### config.mk
export PLATFORM = sky130hd
export DESIGN_NAME = digit_scan_mux
export DESIGN_NICKNAME = d
export VERILOG_FILES = /design/src/rtl/digit_scan_mux.sv
export SDC_FILE = /design/constraint.sdc
export NUM_CORES = 1
export LEC_CHECK = 0
export CAP_MARGIN = 0
export CORE_MARGIN = 5
export CORE_UTILIZATION = 52
export CTS_CLUSTER_DIAMETER = 120
export DETAILED_ROUTE_END_ITERATION = 7
export PLACE_DENSITY = 0.78
export SYNTH_ARGS = -nofsm -noshare
export SYNTH_HDL_FRONTEND = slang
export SYNTH_SLANG_ARGS = --single-unit
### constraint.sdc
create_clock -name clk -period 1.5 [get_ports clk]
set_input_delay 0.3 -clock clk [delete_from_list [all_inputs] [get_ports clk]]
set_output_delay 0.3 -clock clk [all_outputs]
set_load 0.01 [all_outputs]
### src/rtl/digit_scan_mux.sv
// Time-multiplexed driver for a 4-digit 7-segment display with a shadow register
// that is committed only at frame boundaries, plus optional leading-zero blanking.
module digit_scan_mux #(
  parameter int DIV = 4
) (
  input  logic        clk,
  input  logic        rst_n,
  input  logic        en,
  input  logic        load,
  input  logic [15:0] data_in,
  input  logic        blank_lz,
  output logic        S0,
  output logic        S1,
  output logic        S2,
  output logic        S3,
  output logic [3:0]  an,
  output logic        blank,
  output logic        pending
);

  localparam int CW = $clog2(DIV);
  localparam logic [CW-1:0] CNT_MAX = CW'(DIV - 1);

  logic [CW-1:0] cnt_reg;
  logic [1:0]    idx_reg;
  logic [15:0]   shadow_reg;
  logic [15:0]   disp_reg;
  logic          pending_reg;
  logic [3:0]    an_reg;
  logic          blank_reg;
  logic [3:0]    nib_reg;

  logic          tick;
  logic          commit;
  logic [3:0]    lz_blank;
  logic          show;
  logic [3:0]    an_next;
  logic          blank_next;
  logic [3:0]    nib_next;

  assign tick   = en && (cnt_reg == CNT_MAX);
  assign commit = tick && (idx_reg == 2'd3) && pending_reg;

  // Prescaler and digit index; both hold while en is low.
  always_ff @(posedge clk or negedge rst_n) begin
    if (!rst_n) begin
      cnt_reg <= '0;
      idx_reg <= 2'd0;
    end else if (tick) begin
      cnt_reg <= '0;
      idx_reg <= idx_reg + 2'd1;
    end else if (en) begin
      cnt_reg <= cnt_reg + CW'(1);
    end
  end

  // A load coinciding with a commit still leaves the new value pending.
  always_ff @(posedge clk or negedge rst_n) begin
    if (!rst_n) begin
      shadow_reg  <= 16'h0000;
      disp_reg    <= 16'h0000;
      pending_reg <= 1'b0;
    end else begin
      if (commit) begin
        disp_reg <= shadow_reg;
      end
      if (load) begin
        shadow_reg  <= data_in;
        pending_reg <= 1'b1;
      end else if (commit) begin
        pending_reg <= 1'b0;
      end
    end
  end

  // Digit k is a leading zero when it and every more significant nibble are zero.
  genvar gi;
  generate
    for (gi = 0; gi < 4; gi++) begin : g_lz
      if (gi == 0) begin : g_first
        assign lz_blank[gi] = 1'b0;
      end else begin : g_upper
        assign lz_blank[gi] = blank_lz && (disp_reg[15:4*gi] == '0);
      end
    end
  endgenerate

  always_comb begin
    show       = en && !lz_blank[idx_reg];
    an_next    = 4'b1111;
    blank_next = 1'b1;
    nib_next   = 4'b0000;
    if (show) begin
      an_next    = ~(4'b0001 << idx_reg);
      blank_next = 1'b0;
      nib_next   = disp_reg[idx_reg*4 +: 4];
    end
  end

  always_ff @(posedge clk or negedge rst_n) begin
    if (!rst_n) begin
      an_reg    <= 4'b1111;
      blank_reg <= 1'b1;
      nib_reg   <= 4'b0000;
    end else begin
      an_reg    <= an_next;
      blank_reg <= blank_next;
      nib_reg   <= nib_next;
    end
  end

  assign an      = an_reg;
  assign blank   = blank_reg;
  assign S0      = nib_reg[0];
  assign S1      = nib_reg[1];
  assign S2      = nib_reg[2];
  assign S3      = nib_reg[3];
  assign pending = pending_reg;

endmodule

# Word level (Yosys, flattened, before mapping)
# Index checks and enable logic that the tools add are counted.
# Widths: inputs -> output; s select.
# op_classes
n_addsub,2
magnitude_cmp,1
eq_ne,2
shift,2
mux,9
bitwise,1
reduce_logical,13
# op_table
operator,n
$shiftx 16x5->4,1
$logic_not 12->1,1
$logic_not 8->1,1
$mux 4,2
$logic_and 1x1->1,7
$add 2x1->2 const B,2
$eq 2x2->1 const B,2
$logic_not 4->1,1
$mux 1,4
$mux 2,2
$not 4->4,1
$reduce_bool 2->1,2
$shl 1x2->4 const A,1
$lt 2x3->1 const B,1
$bmux 1 s2,1
$logic_not 1->1,1
# word_totals
ff_bits,46
in_bits,21

# Longest topological paths before layout
# depth
ltp_word,7
ltp_mapped,4
depth_no_buf,3

# Worst setup path after synthesis
# OpenSTA, ideal clock, no wires.
# synth_timing
kind,register to register
startpoint,register idx_reg[0]
endpoint,register disp_reg[0]
t_arrival_ns,1.230
required_ns,1.375
slack_ns,0.145
path_stages_with_launch,5
path_buffers,1
cell_sequence,dfrtp_1 > ha_1 > nand4_4 > buf_6 > mux2_4
# synth_between
elab_chain_len,3
# synth_rtl
element,line_no,source
start: declaration,25,logic [1:0] idx_reg;
start signal: assignment,51,idx_reg <= idx_reg + 2'd1;
$eq 2x2->1,42,assign commit = tick && (idx_reg == 2'd3) && pending_reg;
$logic_and 1x1->1 (2 in series),42,
end signal: assignment,65,disp_reg <= shadow_reg;
end: declaration,27,logic [15:0] disp_reg;
# No other way between the ends.
# A chain may end at the register's enable or synchronous reset.

# Worst setup path in the final report
# layout_timing
startpoint,register nib_reg[1]
endpoint,output port S1
# layout_lines
element,line_no,source
start: declaration,31,logic [3:0] nib_reg;
start signal: assignment,108,nib_reg <= nib_next;
end: declaration,13,"output logic S1,"
# No word-level cell between the ends.

==> results.json <==
{
  "mappedNetlistArea_sq_um": 1940,
  "distinct_cell_type_count_of_the_synthesized_netlist": 25,
  "synth-seq-cells": 46,
  "cts_max_level": 2,
  "ys_warn_count": 0,
  "final.period_utilization": 0.969,
  "synth_fp_nets": 146,
  "diodes": 0,
  "boundaryPins": 31,
  "grt_pass1_wl_microns": 5210,
  "path_buf_inv": 1,
  "critical_path_cell_count": 1,
  "timing.critical_path.cells": "clkdlybuf4s50_1",
  "detailedPlacementHpwl_microns": 2300,
  "synth_sequential_area_ratio": 0.597,
  "clk_root_buf": "clkbuf_8",
  "globalRoute.totalOverflow": 0,
  "grt_pass1_vias": 1144,
  "grt_util_all_layers": 0.137,
  "critical_path.max_stage_delay_ns": 0.53,
  "finalSetupViolations": 0,
  "clock_path_buffers": 2,
  "max-slew-margin-rel": 0.722,
  "vdd.ir_drop.worst_v": 0.000855,
  "hold_class": "input pin to async pin",
  "detailedRoute.firstPassIterationCount": 4,
  "start_util": 0.534,
  "worstSetupEndpointType": "output port",
  "required_ns": 1.20,
  "rsz0062_at_grt": "false",
  "die_width_microns": 71.1,
  "status": "finished clean",
  "timing.critical_path.from": "nib_reg[1]",
  "design_power_total_w": 0.00389,
  "buffer_ports.inserted": 30,
  "mapped_cells": 120,
  "worst_slew_pin_slew_ns": 0.415,
  "timing.hold.ws_ns": 0.452,
  "cp_slowest_cell": "clkdlybuf4s50_1",
  "maximum_number_of_pins_on_one_net_before_global_route_repair": 31,
  "layout_common_cells": "41 x dfrtp_1, 24 x mux2_2, 22 x clkdlybuf4s50_1, 10 x mux2_4",
  "highest-signal-layer": "met4",
  "critical_path.max_fanout": 1,
  "fmax_mhz": 688,
  "drt-wirelength-per-cell_microns": 14.3,
  "power_density_nw_per_um2": 1580,
  "met3WireLength_microns": 185,
  "p_leak_nw": 1.10,
  "clkLatencyLatePin_ns": 0.30,
  "rr_startpoint": "cnt_reg[0]",
  "period_needed_ns": 1.45,
  "layout-area-overhead-vs-synth_pct": 26.7,
  "viasPerCell": 5.09,
  "clock_tree_from_tritoncts": "done",
  "drc": 0,
  "drive_gt1_frac": 0.379,
  "finish.net_count": 186,
  "dieArea_sq_um": 5050,
  "clk_sinks": 46,
  "gpl.final_weighted_congestion": 0.826,
  "first_iter_violations": 37,
  "worst_ep_arrival_time_ns": 1.15,
  "slew_viol_final": 0,
  "rr_worst_depth": 4,
  "tritoncts.num_buffers": 5,
  "core-area_sq_um": 3630,
  "hold_viol_final": 0,
  "route.vias.total": 1063,
  "cp_top_family": "buffers and inverters",
  "number_of_antenna_violations_at_the_first_check_in_global_routing": 0,
  "utilization": 0.676,
  "max_cap_viol_count": 0,
  "avgSynthCellArea_sq_um": 16.2,
  "startpoint_type": "flop",
  "height_of_the_die_microns": 71.1,
  "antenna_left": 0,
  "crit_type": "flop to output port",
  "wl_met1_microns": 1190,
  "wl_met2_microns": 1550,
  "final_common_cell": "dfrtp_1",
  "fin_skew_ns": 0.00263,
  "cts.clk_slew.worst_paths_ns": 0.08,
  "rows": 22,
  "postRouteWirelength_microns": 2980
}
final cells by class:
| cell class | count | area (sq um) |
|---|---|---|
| multi-input cells | 66 | 739 |
| repair buffers | 39 | 398 |
| flip-flops and latches | 46 | 1160 |
| clock buffers | 6 | 82.6 |
| clock inverters | 2 | 12.5 |
| fillers | 257 | 1180 |
| inverters | 2 | 7.51 |
| well taps | 48 | 60.1 |
per-layer routing:
layer | up-vias | GRT usage
met3 | 8 | 0.0540
met4 | 0 | 0.0626
li1 | 509 | -
met5 | - | 0
met1 | 521 | 0.152
met2 | 25 | 0.232
worst reg2reg max path: stages, from the launching register on:
cell	delay [ns]
dfrtp_1	0.39
ha_1	0.27
nand4_4	0.10
buf_12	0.17
mux2_2	0.36
what timing repair did:
action,in CTS,in global routing
endpoints found under the hold margin,11,0
setup endpoints to repair,6,1
resized for setup,6,1
setup buffers,1,0
hold buffers,1,0
cells by family after synthesis:
logic type / after synthesis / synth area share
muxes: 39 / 0.268
DFF: 46 / 0.597
buffers and inverters: 8 / 0.0219
xor gates and xnor gates: 1 / 0.00452
AOI/OAI and AO/OA: 8 / 0.0284
adders and majority gates: 5 / 0.0323
and+or+nand+nor: 13 / 0.0477
path summary, 6_finish.rpt:
kind / endpoint / slack (ns)
worst min register to register: cnt_reg[0] / 0.48
worst max register to register: disp_reg[6] / 0.10
min in group clk: cnt_reg[0] / 0.48
worst min-delay path: nib_reg[2] / 0.45
worst max-delay path: S1 / 0.05
max in group asynchronous: shadow_reg[8] / 0.59
synth_stat cells:
master / number / share of area
dfrtp_1: 41 / 0.53
mux2_2: 24 / 0.14
mux2_4: 10 / 0.077
dfstp_2: 5 / 0.068
ha_1: 5 / 0.032
o211ai_1: 5 / 0.019
and2_1: 4 / 0.013
buf_2: 4 / 0.010
mux4_2: 4 / 0.046
inv_1: 2 / 0.0039
nor4_1: 2 / 0.0065
a21o_1: 1 / 0.0039
a21oi_1: 1 / 0.0026
and2_0: 1 / 0.0032
buf_6: 1 / 0.0058
clkbuf_1: 1 / 0.0019
mux2i_1: 1 / 0.0052
nand2_1: 1 / 0.0019
nand3_1: 1 / 0.0026
nand4_4: 1 / 0.011
nor2_1: 1 / 0.0019
nor3b_1: 1 / 0.0039
o21ai_0: 1 / 0.0026
or2b_1: 1 / 0.0039
xnor2_1: 1 / 0.0045
per-stage QoR:
step	area [sq um]	setup TNS, ns	instances	setup WS [ns]
3_3_place_gp	2350	-0.391	199	-0.0322
3_5_place_dp	2350	-0.720	199	-0.0598
2_1_floorplan	1940	0	120	0.145
5_1_grt	2460	0	209	0.00441
4_1_cts	2450	0	209	0.0206
6_report	2460	0	209	0.0472
power breakdown:
group          switching [W]  internal, W
sequential          0.000229      0.00163
clock               0.000388     0.000370
combinational       0.000475     0.000802
(Power assumes the default switching activity.)
